<file path="src/rtl/cpu_run_control.sv">
// cpu_run_control: sequences the core through a timed reset, a run window and a halt/timeout stop.
module cpu_run_control #(
  parameter int RESET_CYCLES = 4,
  parameter int MAX_CYCLES = 1000,
  parameter int COUNT_WIDTH = 32
) (
  input  logic                   CLOCK,
  input  logic                   RESET,
  input  logic                   START,
  input  logic                   HALT_REQ,
  output logic                   CPU_RESET,
  output logic                   RUN,
  output logic                   DONE,
  output logic                   TIMEOUT,
  output logic [COUNT_WIDTH-1:0] CYCLE_COUNT
);
  typedef enum logic [2:0] {S_IDLE, S_HOLD, S_RUN, S_HALTED, S_TIMED_OUT} state_t;
  localparam logic [COUNT_WIDTH-1:0] MAX = COUNT_WIDTH'(MAX_CYCLES);
  localparam logic [7:0] HOLD_LAST = 8'(RESET_CYCLES);
  state_t state_q, state_d;
  logic [7:0] hold_q, hold_d;
  logic [COUNT_WIDTH-1:0] count_q, count_d, count_inc;
  logic cpu_reset_q, cpu_reset_d, run_q, run_d, done_q, done_d, timeout_q, timeout_d;
  always_comb begin
    state_d = state_q;
    hold_d = hold_q + 8'd1;
    count_d = count_q;
    count_inc = &count_q ? count_q : count_q + COUNT_WIDTH'(1);
    case (state_q)
      S_IDLE, S_HALTED, S_TIMED_OUT: if (START) begin
        state_d = S_HOLD;
        hold_d = '0;
        count_d = '0;
      end
      S_HOLD: if (hold_q == HOLD_LAST) state_d = S_RUN;
      S_RUN: begin
        count_d = count_inc;
        state_d = HALT_REQ ? S_HALTED :
                  (MAX_CYCLES != 0 && count_inc == MAX) ? S_TIMED_OUT : S_RUN;
      end
      default: state_d = S_IDLE;
    endcase
    // outputs are decoded from the next state so they register alongside it
    cpu_reset_d = state_d == S_IDLE || state_d == S_HOLD;
    run_d = state_d == S_RUN;
    done_d = state_d == S_HALTED;
    timeout_d = state_d == S_TIMED_OUT;
  end
  always_ff @(posedge CLOCK) begin
    if (RESET) begin
      state_q <= S_IDLE;
      hold_q <= '0;
      count_q <= '0;
      cpu_reset_q <= 1'b1;
      run_q <= 1'b0;
      done_q <= 1'b0;
      timeout_q <= 1'b0;
    end else begin
      state_q <= state_d;
      hold_q <= hold_d;
      count_q <= count_d;
      cpu_reset_q <= cpu_reset_d;
      run_q <= run_d;
      done_q <= done_d;
      timeout_q <= timeout_d;
    end
  end
  assign CPU_RESET = cpu_reset_q;
  assign RUN = run_q;
  assign DONE = done_q;
  assign TIMEOUT = timeout_q;
  assign CYCLE_COUNT = count_q;
endmodule

</file>
<file path="config.mk">
export PLATFORM = sky130hd
export DESIGN_NAME = cpu_run_control
export DESIGN_NICKNAME = d
export VERILOG_FILES = /design/src/rtl/cpu_run_control.sv
export SDC_FILE = /design/constraint.sdc
export NUM_CORES = 1
export LEC_CHECK = 0
export ABC_AREA = 1
export CAP_MARGIN = 20
export CORE_ASPECT_RATIO = 0.8
export CORE_MARGIN = 3
export CORE_UTILIZATION = 33
export DETAILED_ROUTE_END_ITERATION = 10
export PLACE_DENSITY = 0.52
export SLEW_MARGIN = 15
export SYNTH_ARGS = -nofsm -noshare
export SYNTH_HDL_FRONTEND = slang
export SYNTH_SLANG_ARGS = --single-unit
</file>
<file path="constraint.sdc">
create_clock -name CLOCK -period 2.39 [get_ports CLOCK]
set_clock_uncertainty 0.15 [all_clocks]
set_input_delay 0.239 -clock CLOCK [delete_from_list [all_inputs] [get_ports CLOCK]]
set_output_delay 0.239 -clock CLOCK [all_outputs]
set_load 0.01 [all_outputs]
</file>
======== Word level (Yosys, flattened, before mapping) ========
Index checks and enable logic that the tools add are counted.
operators by class
  equality and inequality tests ........... 11
  muxes and demuxes ....................... 10
  reductions and logical operators ........ 7
  $add $sub $neg .......................... 2
operators by type and width
  operator                                                            count
  32-bit two-way mux                                                  2
  32-bit case mux with 2 select lines                                 1
  32-bit by 1-bit adder with 32-bit output (second input constant)    1
  32-bit by 10-bit == test with 1-bit output (second input constant)  1
  32-bit AND reduction                                                1
  8-bit two-way mux                                                   2
  3-bit by 2-bit == test with 1-bit output (second input constant)    4
  3-bit two-way mux                                                   4
  3-bit case mux with 3 select lines                                  1
  8-bit by 1-bit adder with 8-bit output (second input constant)      1
  8-bit by 3-bit == test with 1-bit output (second input constant)    1
  3-bit by 1-bit == test with 1-bit output (second input constant)    2
  3-bit == test (second input constant)                               2
  3-bit logical NOT                                                   2
  3-bit OR reduction                                                  1
  2-bit inequality test (second input constant)                       1
  2-bit AND reduction                                                 1
  2-bit nonzero test                                                  1
  1-bit logical OR                                                    1
word-level totals
  output and inout bits ................... 36
  logic and storage cells ................. 37
  flip-flop bits (word level) ............. 47

======== Depth between registers and ports, before layout ========
Gate-level depths: netlist (run 1).
  word-level depth ........................ 8
  gate-level depth with buffers ........... 17

======== Least setup slack after synthesis (run 1) ========
Ideal clock, no wire load.
  kind .................................... reg2reg
  start ................................... reg count_q[0] (netlist: CYCLE_COUNT[0])
  end ..................................... reg cpu_reset_q (netlist: CPU_RESET)
  arrival ................................. 2057 ps
  data required time ...................... 2127 ps
  stages on the path, launching flop included .. 18
  path slack .............................. 70 ps
  buffers on the path ..................... 1
  path through ............................ dfxtp_1 -> ha_1 -> buf_2 -> inv_2 -> nor2_4 -> nand2_4 -> nor2_8 -> nand2_4 -> nand2_1 -> nand2_1 -> nor2_1 -> nand3_1 -> nor2_2 -> nand4_1 -> nand2_1 -> inv_2 -> nand2_1 -> nand2_1
on the way
  cells in the longest elaborated chain, start to end .. 8
  elaborated cells between the ends (all ways) .. 10
  classes of those cells .................. 1 x add/sub; 2 x eq/ne; 4 x mux; 3 x reduce/logical
RTL lines
  element                                                                                  line  RTL
  start, declared                                                                          22    logic [COUNT_WIDTH-1:0] count_q, count_d, count_inc;
  start signal, assigned                                                                   61    count_q <= count_d;
  32-bit by 1-bit adder with 32-bit output / 32-bit AND reduction (equally long branches)  28    count_inc = &count_q ? count_q : count_q + COUNT_WIDTH'(1);
  32-bit two-way mux *                                                                     28
  32-bit by 10-bit == test with 1-bit output *                                             39    (MAX_CYCLES != 0 && count_inc == MAX) ? S_TIMED_OUT : S_RUN;
  3-bit two-way mux *                                                                      39
  3-bit two-way mux *                                                                      38    state_d = HALT_REQ ? S_HALTED :
  3-bit case mux with 3 select lines *                                                     29    case (state_q)
  3-bit by 1-bit == test with 1-bit output / 3-bit logical NOT (equally long branches)     44    cpu_reset_d = state_d == S_IDLE || state_d == S_HOLD;
  1-bit logical OR *                                                                       44
  end signal, assigned                                                                     62    cpu_reset_q <= cpu_reset_d;
  end, declared                                                                            23    logic cpu_reset_q, cpu_reset_d, run_q, run_d, done_q, done_d, timeout_q, timeout_d;
Mark *: on every way between the ends. The rest lies on a longest branch, timed or not.
A chain may end at the register's enable or synchronous reset.

======== Worst setup path in the final report (run 1) ========
Same ends and word-level chain as after synthesis.

==> results of run 1 <==
worst paths after layout:
| path | slack [ns] | depth (start not counted) | to |
|---|---|---|---|
| hold / removal | 0.30 | 1 | hold_q[0]$_SDFF_PP0_ |
| setup reg to reg | 0.13 | 16 | CPU_RESET$_SDFF_PP1_ |
| setup / recovery | 0.13 | 16 | CPU_RESET$_SDFF_PP1_ |
| hold reg to reg | 0.30 | 1 | hold_q[0]$_SDFF_PP0_ |
where the power goes:
group	internal (mW)	total, mW	switching (mW)
registers	0.770	0.774	0.00359
logic	0.0201	0.0650	0.0449
clock network	0.500	0.828	0.328
total	1.29	1.67	0.377
stage by stage:
step           total power [mW]  hold WS, ns  utilization, %
3_3_place_gp              0.874        0.285            43.9
5_1_grt                    1.73        0.316            51.0
6_report                   1.67        0.296            51.0
4_1_cts                    1.71        0.302            46.3
3_5_place_dp              0.874        0.286            43.9
2_1_floorplan             0.850        0.193               -
logic make-up (layout without fill, tap and decap cells):
group	Yosys count	count (layout)	synth area share, %
buffers and inverters	53	142	7.01
XOR/XNOR	9	9	2.57
AO/OA/AOI/OAI	43	43	7.42
flip-flops	47	47	30.6
adder cells (fa/ha/maj)	3	3	1.22
AND/OR/NAND/NOR	351	352	51.1
final cells by class:
class	instances	area, sq um	share of cell area, %
Multi-Input combinational cell	407	2170	48.7
Sequential cell	47	1000	22.5
Timing Repair Buffer	95	822	18.4
Tap cell	112	140	3.14
Clock buffer	5	125	2.81
Inverter	39	149	3.34
Clock inverter	3	47.5	1.07
timing repair:
item                                    CTS  global route
endpoints found under the setup margin    5             6
pin swaps                                 2            31
buffers inserted                          2            14
gates resized for setup                  12            95
cloned                                    0             1
registers in the layout (all words and copies together) (netlist names):
signal       cells
RUN              1
TIMEOUT          1
DONE             1
hold_q           8
state_q          3
CPU_RESET        1
CYCLE_COUNT     32
metal layers:
layer	global-route usage, %	vias up	wire length, um
li1	-	1808	-
met1	31.1	1668	5340
met2	27.5	117	4440
met3	4.09	9	686
met4	3.46	0	75
met5	0	-	0
layout by cell type, fill, tap and decap left out, types with 13 or more instances in the layout:
master           count
a21oi_1             34
buf_4               53
clkdlybuf4s50_1     39
dfxtp_1             27
dfxtp_4             15
inv_1               35
nand2_1            169
nand2_2             15
nand3_1             33
nand4_1             13
nor2_1              50
nor2_2              18
nor2_4              19
==> metrics.md, run 1 <==
| Metric | Value |
|---|---|
| Run status | completed |
| Drt first pass iters | 5 |
| Num CTS Buffers | 5 |
| Period utilization | 94.4% |
| Routed len/inst | 14.9 um |
| WP buf/inv | 3 |
| Placed inst area | 3840 sq um |
| Placer Congestion | 0.915 |
| Non-filler cells, final | 708 |
| Synthesized Nets | 513 |
| Clock transition at the registers of the reported paths | 0.07 ns |
| Initial antenna violation count | 0 |
| Finished Cell Area | 4460 sq um |
| WP data arrival | 2.30 ns |
| Largest net degree at the start of global routing | 37 |
| Die X | 114 um |
| DR vias/cell | 5.09 |
| Synth Flop Type | dfxtp_1 |
| Kind of critical path | flop to flop |
| H-tree levels | 2 |
| Final min period | 2.26 ns |
| Global route overflow | 0 |
| Vias in the first global route | 3141 |
| Top post-synthesis cells by count | 184 x nand2_1, 72 x nor2_1, 47 x dfxtp_1 |
| Total die area | 10500 sq um |
| Hold_buf cts | 0 |
| Count of final hold-check violations | 0 |
| Die Span Y | 92.3 um |
| Share of the synthesized area in the top cell type | 30.6% |
| Number of synthesized flops with an enable pin | 0 |
| DR DRC count | 0 |
| R2R Path Start | CYCLE_COUNT[0]$_SDFFE_PP0P_ |
| Synth cell types | 31 |
| Worst endpoint required time | 2.44 ns |
| Achievable Freq | 443 MHz |
| Max stage delay on crit path | 0.38 ns |
| Worst-Skew Late Latency | 0.30 ns |
| CP Capture Type | flop |
| Count leader, synth | nand2_1 |
| Seq/Total Area, Yosys | 30.6% |
| Slew HR | 68.7% |
| Peak VDD IR | 0.305 mV |
| Crit. Startpoint | CYCLE_COUNT[0]$_SDFFE_PP0P_ |
| Drt initial violations | 204 |
| Share of async-settable or async-resettable flops after synthesis | 0% |
| Synth area leaders | dfxtp_1 31%, nand2_1 22%, nor2_1 8.8% |
| Max_cap viols | 0 |
| DR vias | 3602 |
| First-pass GRT wire length | 16600 um |
| Port Buffers | 39 |
| Root buffer selected by CTS | clkbuf_16 |
| Place WS | -0.0971 ns |
| CTS tree | done |
| Hold Path Class | flop to flop |
| Cell Rows | 30 |
| Leak | 1.73 nW |
| Critical Path Slowest Stage Cell | dfxtp_4 |
| Fill cell count | 932 |
| CP delay by family, top | simple AND/OR/NAND/NOR gates |
| Fin nets | 602 |
| Tightest Pin Transition | 0.465 ns |
| Warning count from the yosys run | 0 |
| Crit-path max FO | 5 |
| Most numerous cell on the critical path | nand2_1 |
| PD cells | 374 nW/um^2 |
| # IOs | 40 |
| Ant. Diodes | 0 |
| Cell area after synthesis | 3070 sq um |
| DPL Wire Length | 7770 um |
| RSZ-0062 raised after global routing | true |
| CTS Sinks | 47 |
| Final WS setup | 0.134 ns |
| CP cell instances | buf_6, inv_4, nor2_4, nand2_4, nor2_4, nand2_1, nand2_1, nand3_2, nor2_2, nand3_2, nor2_4, nand4_1, nand2_1, inv_2, nand2_1, nand2_1 |
| Setup_tns | 0 ns |
| Clk buf depth | 2 |
| Dpl cells | 683 |
| Setup crit start kind | flop |
| Detailed Route WL | 10500 um |
| GRT Total Usage | 19.8% |
| Biggest area consumer among synthesized cells | dfxtp_1 |
| Yosys reg bits | 47 |
| Max Slew Vio Count | 0 |
| Area Overhead vs Synth | 45.2% |
| Core box area | 8750 sq um |
| Ratio of cells with drive above 1 in the final layout | 26.8% |
| DRT antenna net count | 0 |
| Hold path startpoint | hold_q[0]$_SDFF_PP0_ |
| Syn Inst Count | 506 |
| Syn_area_per_cell | 6.07 sq um |
| Final setup viols | 0 |
| Initial core utilization | 35.1% |
No activity file was read; power rests on OpenSTA's default activity.
==> run 2, diff against run 1 <==
- PLACE_DENSITY: 0.52 -> 0.5
- clock period: 2.39 -> 2.6 ns (I/O delays scaled with it)
==> run 2 against run 1 <==
Register-to-register slack improved by 0.06 ns. Count of clock-buffer cells in the layout unchanged. Clock power shrank 8.0%. Core utilization is 5.9 points lower. Critical path depth stayed put. Flip-flop and latch count stayed put. First-iteration DRC count up 24%. Global-route usage is 0.80 points lower. Die area is the same. Critical path type unchanged.
==> metrics.md, run 2 (synthesized netlist as in run 1, its figures left out) <==
| Metric | Value |
|---|---|
| Run status | completed (unchanged) |
| GRT Total Usage | 19.0% (was 19.8%) |
| Largest net degree at the start of global routing | 37 (unchanged) |
| Leak | 1.45 nW (was 1.73 nW) |
| CTS Sinks | 47 (unchanged) |
| Fin nets | 568 (was 602) |
| DR vias/cell | 5.01 (was 5.09) |
| H-tree levels | 2 (unchanged) |
| Peak VDD IR | 0.246 mV (was 0.305 mV) |
| Die Span Y | 92.3 um (unchanged) |
| Kind of critical path | flop to flop (unchanged) |
| Hold Path Class | flop to flop (unchanged) |
| RSZ-0062 raised after global routing | false (was true) |
| Commonest non-fill, non-tap cells in the layout | 183 x nand2_1, 71 x nor2_1, 39 x clkdlybuf4s50_1 (was 169 x nand2_1, 53 x buf_4, 50 x nor2_1) |
| Most numerous cell on the critical path | nand2_1 (unchanged) |
| DRT antenna net count | 0 (unchanged) |
| Num CTS Buffers | 5 (unchanged) |
| Max Slew Vio Count | 0 (unchanged) |
| Tightest Pin Transition | 0.409 ns (was 0.465 ns) |
| Hold path startpoint | hold_q[0]$_SDFF_PP0_ (unchanged) |
| Crit path to | CPU_RESET$_SDFF_PP1_ (unchanged) |
| Core box area | 8750 sq um (unchanged) |
| Period utilization | 92.5% (was 94.4%) |
| Vias in the first global route | 3186 (was 3141) |
| DR DRC count | 0 (unchanged) |
| Worst endpoint required time | 2.64 ns (was 2.44 ns) |
| R2R depth | 16 (unchanged) |
| First-pass GRT wire length | 15900 um (was 16600 um) |
| Ant. Diodes | 0 (unchanged) |
| # IOs | 40 (unchanged) |
| R2R Setup Slk | 0.20 ns (was 0.13 ns) |
| Final min period | 2.40 ns (was 2.26 ns) |
| CTS tree | done (unchanged) |
| Crit-path max FO | 17 (was 5) |
| Initial core utilization | 35.1% (unchanged) |
| Setup crit start kind | flop (unchanged) |
| Final WS setup | 0.195 ns (was 0.134 ns) |
| Placer Congestion | 0.965 (was 0.915) |
| Max stage delay on crit path | 0.36 ns (was 0.38 ns) |
| Drt initial violations | 253 (was 204) |
| Max_cap viols | 0 (unchanged) |
| CP cell instances | ha_1, inv_2, nor2_4, nand2_4, nor2_8, nand2_4, buf_12, nand3_1, nor2_1, nand2_1, nor2_1, nand4_1, nand2_1, inv_2, nand2_1, nand2_1 (was buf_6, inv_4, nor2_4, nand2_4, nor2_4, nand2_1, nand2_1, nand3_2, nor2_2, nand3_2, nor2_4, nand4_1, nand2_1, inv_2, nand2_1, nand2_1) |
| DR vias | 3375 (was 3602) |
| Die X | 114 um (unchanged) |
| Clk buf depth | 2 (unchanged) |
| Final setup viols | 0 (unchanged) |
| Clock transition at the registers of the reported paths | 0.07 ns (about the same) |
| WP data arrival | 2.45 ns (was 2.30 ns) |
| Achievable Freq | 416 MHz (was 443 MHz) |
| Area Overhead vs Synth | 28.2% (was 45.2%) |
| R2r endpoint | CPU_RESET$_SDFF_PP1_ (unchanged) |
| Most common cell after layout, fill and taps aside | nand2_1 (unchanged) |
| Place WS | 0.192 ns (was -0.0971 ns) |
| Count of final hold-check violations | 0 (unchanged) |
| Slew HR | 72.5% (was 68.7%) |
| Routed len/inst | 14.3 um (was 14.9 um) |
| Total die area | 10500 sq um (unchanged) |
| Fin util | 45.0% (was 51.0%) |
| DPL Wire Length | 7580 um (was 7770 um) |
| Ratio of cells with drive above 1 in the final layout | 14.4% (was 26.8%) |
| CP delay by family, top | simple AND/OR/NAND/NOR gates (unchanged) |
| CP Capture Type | flop (unchanged) |
| WP buf/inv | 3 (unchanged) |
| PD cells | 393 nW/um^2 (was 374 nW/um^2) |
| Worst-Skew Late Latency | 0.30 ns (about the same) |
| Initial antenna violation count | 0 (unchanged) |
| Detailed Route WL | 9610 um (was 10500 um) |
| Cell Rows | 30 (unchanged) |
| Drt first pass iters | 4 (was 5) |
| Port Buffers | 39 (unchanged) |
| Root buffer selected by CTS | clkbuf_16 (unchanged) |
| Setup_tns | 0 ns (unchanged) |
| Post-CTS Setup Bufs | 0 (was 2) |
| R2R Path Start | CYCLE_COUNT[1]$_SDFFE_PP0P_ (was CYCLE_COUNT[0]$_SDFFE_PP0P_) |
| Max FFs per register | 32 (unchanged) |
| Crit. Startpoint | CYCLE_COUNT[1]$_SDFFE_PP0P_ (was CYCLE_COUNT[0]$_SDFFE_PP0P_) |
| Global route overflow | 0 (unchanged) |
| Critical Path Slowest Stage Cell | dfxtp_2 (was dfxtp_4) |
| Number of cells on the critical path | 16 (unchanged) |
-- run 2: cell count changes in the layout (fill, tap and decap cells not counted), moves of 12 or more --
| cell | delta |
|---|---|
| buf_4 | -31 |
| dfxtp_2 | +13 |
| dfxtp_4 | -15 |
| nand2_1 | +14 |
| nor2_1 | +21 |
| nor2_4 | -12 |
-- run 2: worst min path at each step --
| stage | endpoint | cells past startpoint |
|---|---|---|
| final | hold_q[0]$_SDFF_PP0_ | 1 |
| after global routing | hold_q[0]$_SDFF_PP0_ | 1 |
| after CTS | hold_q[0]$_SDFF_PP0_ | 1 |
| after detailed placement | hold_q[0]$_SDFF_PP0_ | 1 |
| after global placement | hold_q[0]$_SDFF_PP0_ | 1 |
| after floorplan | CPU_RESET$_SDFF_PP1_ | 2 |
-- run 2: area by class of cell --
class                   instances  area, sq um
repair buffers                 62          576
fillers                       933         4810
well taps                     112          140
clock buffers                   5          125
multi-input cells             406         1940
inverters                      39          146
flip-flops and latches         47          963
clock inverters                 3         47.5
-- run 2: worst register-to-register path: stages, from the launching register on --
cell and delay [ns]:
dfxtp_2 0.36, ha_1 0.20, inv_2 0.07, nor2_4 0.04
nand2_4 0.10, nor2_8 0.06, nand2_4 0.20, buf_12 0.18
nand3_1 0.12, nor2_1 0.20, nand2_1 0.09, nor2_1 0.17
nand4_1 0.12, nand2_1 0.10, inv_2 0.05, nand2_1 0.05
nand2_1 0.05
-- run 2: what timing repair did --
| item | 4_1_cts | 5_1_grt |
|---|---|---|
| hold buffers | 0 | 0 |
| resized for setup | 0 | 23 |
| endpoints found under the setup margin | 0 | 5 |
-- run 2: per-stage QoR --
stage / instance area, sq um / hold slack, ns / power (mW) / cells
after detailed placement: 3720 / 0.297 / 0.805 / 666
after global routing: 3940 / 0.323 / 1.60 / 674
after floorplan: 3070 / 0.214 / 0.781 / 506
final: 3940 / 0.299 / 1.55 / 674
after global placement: 3720 / 0.289 / 0.805 / 666
after CTS: 3890 / 0.306 / 1.57 / 674
-- run 2: routing by layer --
layer	vias to the layer above	wire [um]	track usage [%]
met5	-	0	0
met4	0	116	4.95
met3	12	713	6.33
met2	88	3910	27.1
met1	1547	4870	27.1
li1	1728	-	-
-- run 2: power breakdown --
group / leakage [nW] / switching (mW) / internal, mW / total (mW)
Clock: 0.0844 / 0.302 / 0.459 / 0.762
Sequential: 0.388 / 0.00344 / 0.724 / 0.727
Combinational: 0.977 / 0.0407 / 0.0200 / 0.0607
==> run 3, diff against run 2 <==
- CORE_MARGIN: 3 -> not set
==> run 3 against run 2 <==
Register-to-register slack better by 0.07 ns. Critical endpoint is now RUN$_SDFF_PP0_. Cell count unchanged. First-iteration DRC count down 5.1%. Largest power group unchanged. Non-clock buffer count fell by 3. Die area down 7.7%. Core utilization fell by 1.5 points. Critical path depth fell by 1. Sequential share of layout area decreased by 0.14 points. Power increased by 5.3%. Largest cell class unchanged.
==> metrics.md, run 3 (synthesized netlist as in run 1, its figures left out) <==
| Metric | Value |
|---|---|
| Run status | completed (unchanged) |
| DR DRC count | 0 (unchanged) |
| CP Capture Type | flop (unchanged) |
| Ratio of cells with drive above 1 in the final layout | 12.9% (was 14.4%) |
| Critical Path Slowest Stage Cell | dfxtp_1 (was dfxtp_2) |
| DPL Wire Length | 7250 um (was 7580 um) |
| Placed inst area | 3690 sq um (was 3720 sq um) |
| Max_cap viols | 0 (unchanged) |
| Clock transition at the registers of the reported paths | 0.07 ns (about the same) |
| WP data arrival | 2.36 ns (was 2.45 ns) |
| Port Buffers | 39 (unchanged) |
| WP buf/inv | 1 (was 3) |
| Commonest non-fill, non-tap cells in the layout | 184 x nand2_1, 70 x nor2_1, 39 x nand3_1, 39 x clkdlybuf4s50_1, 37 x inv_1 (was 183 x nand2_1, 71 x nor2_1, 39 x clkdlybuf4s50_1) |
| Num CTS Buffers | 5 (unchanged) |
| Clk buf depth | 2 (unchanged) |
| Routed len/inst | 13.8 um (was 14.3 um) |
| Drt first pass iters | 4 (unchanged) |
| Most common cell after layout, fill and taps aside | nand2_1 (unchanged) |
| Final min period | 2.33 ns (was 2.40 ns) |
| Vias in the first global route | 3076 (was 3186) |
| Global route overflow | 0 (unchanged) |
| Initial core utilization | 34.0% (was 35.1%) |
| Finished Cell Area | 3930 sq um (was 3940 sq um) |
| Cell Rows | 31 (was 30) |
| Max Slew Vio Count | 0 (unchanged) |
| Setup_tns | 0 ns (unchanged) |
| PD cells | 415 nW/um^2 (was 393 nW/um^2) |
| CTS tree | done (unchanged) |
| Slew HR | 62.9% (was 72.5%) |
| First-pass GRT wire length | 15400 um (was 15900 um) |
| Leak | 1.41 nW (was 1.45 nW) |
| Worst endpoint required time | 2.63 ns (was 2.64 ns) |
| Die Span Y | 88.3 um (was 92.3 um) |
| Drt initial violations | 240 (was 253) |
| DR vias/cell | 4.92 (was 5.01) |
| Ant. Diodes | 0 (unchanged) |
| DRT antenna net count | 0 (unchanged) |
| Total die area | 9700 sq um (was 10500 sq um) |
| Max stage delay on crit path | 0.46 ns (was 0.36 ns) |
| Largest net degree at the start of global routing | 24 (was 37) |
| DR vias | 3317 (was 3375) |
| Fin nets | 565 (was 568) |
| Worst-Skew Late Latency | 0.29 ns (was 0.30 ns) |
| Count of final hold-check violations | 0 (unchanged) |
| Kind of critical path | flop to flop (unchanged) |
| Place WS | 0.109 ns (was 0.192 ns) |
| CP delay by family, top | simple AND/OR/NAND/NOR gates (unchanged) |
| # IOs | 40 (unchanged) |
| Core box area | 9040 sq um (was 8750 sq um) |
| Tightest Pin Transition | 0.551 ns (was 0.409 ns) |
| CP cell instances | nand2_1, nor2_1, nand2_1, nor2_8, nand2_8, nand2_1, inv_1, nor2_1, nand3_1, nor2_4, nand3_2, nand2_1, nand2_1, nand2_1, nor2_1 (was ha_1, inv_2, nor2_4, nand2_4, nor2_8, nand2_4, buf_12, nand3_1, nor2_1, nand2_1, nor2_1, nand4_1, nand2_1, inv_2, nand2_1, nand2_1) |
| Placer Congestion | 0.973 (was 0.965) |
| Initial antenna violation count | 0 (unchanged) |
| Period utilization | 89.6% (was 92.5%) |
| H-tree levels | 2 (unchanged) |
| Most numerous cell on the critical path | nand2_1 (unchanged) |
| Root buffer selected by CTS | clkbuf_16 (unchanged) |
| Peak VDD IR | 0.268 mV (was 0.246 mV) |
| Final setup viols | 0 (unchanged) |
| Hold Path Class | flop to flop (unchanged) |
| Achievable Freq | 429 MHz (was 416 MHz) |
| Detailed Route WL | 9270 um (was 9610 um) |
| CTS Sinks | 47 (unchanged) |
| Setup crit start kind | flop (unchanged) |
| Area Overhead vs Synth | 28.1% (was 28.2%) |
| GRT Total Usage | 20.7% (was 19.0%) |
| Final WS setup | 0.270 ns (was 0.195 ns) |
| Die X | 110 um (was 114 um) |
| Max FFs per register | 32 (unchanged) |
| RSZ-0062 raised after global routing | false (unchanged) |
| Crit-path max FO | 23 (was 17) |
==> run 3: final timing paths <==
kind	cells after the start	startpoint	to	slack (ns)
worst max-delay path	15	CYCLE_COUNT[13]$_SDFFE_PP0P_	RUN$_SDFF_PP0_	0.27
worst min-delay path	1	hold_q[0]$_SDFF_PP0_	hold_q[0]$_SDFF_PP0_	0.30
worst max register to register	15	CYCLE_COUNT[13]$_SDFFE_PP0P_	RUN$_SDFF_PP0_	0.27
worst min register to register	1	hold_q[0]$_SDFF_PP0_	hold_q[0]$_SDFF_PP0_	0.30
==> run 3: stage by stage <==
step	hold slack (ns)	std cells	utilization (%)	total power [mW]
final	0.300	674	43.5	1.63
after global routing	0.350	674	43.5	1.69
after CTS	0.303	674	43.0	1.65
after detailed placement	0.287	666	40.8	0.804
after global placement	0.286	666	40.8	0.804
after floorplan	0.214	506	-	0.781
==> run 3: routing by layer <==
layer	share of wire (%)	up-vias	GRT usage, %
li1	-	1721	-
met1	51	1498	31.0
met2	42	90	30.7
met3	6.3	8	3.76
met4	0.86	0	4.48
met5	0	-	0
==> run 3: final cells by class <==
cell class / instances / area (sq um)
inverters: 39 / 146
fillers: 987 / 5100
clock inverters: 3 / 67.6
multi-input cells: 406 / 1950
flip-flops and latches: 47 / 957
well taps: 115 / 144
repair buffers: 59 / 541
clock buffers: 5 / 125
==> run 3: power by group <==
part           internal, mW  switching (mW)  leakage, nW
logic                0.0200          0.0391        0.937
clock network         0.551           0.294       0.0900
registers             0.724         0.00328        0.386
==> run 3: what timing repair did <==
action	CTS	global route
hold buffers	0	0
gates resized for setup	0	20
buffers inserted	0	0
endpoints found under the setup margin	0	6
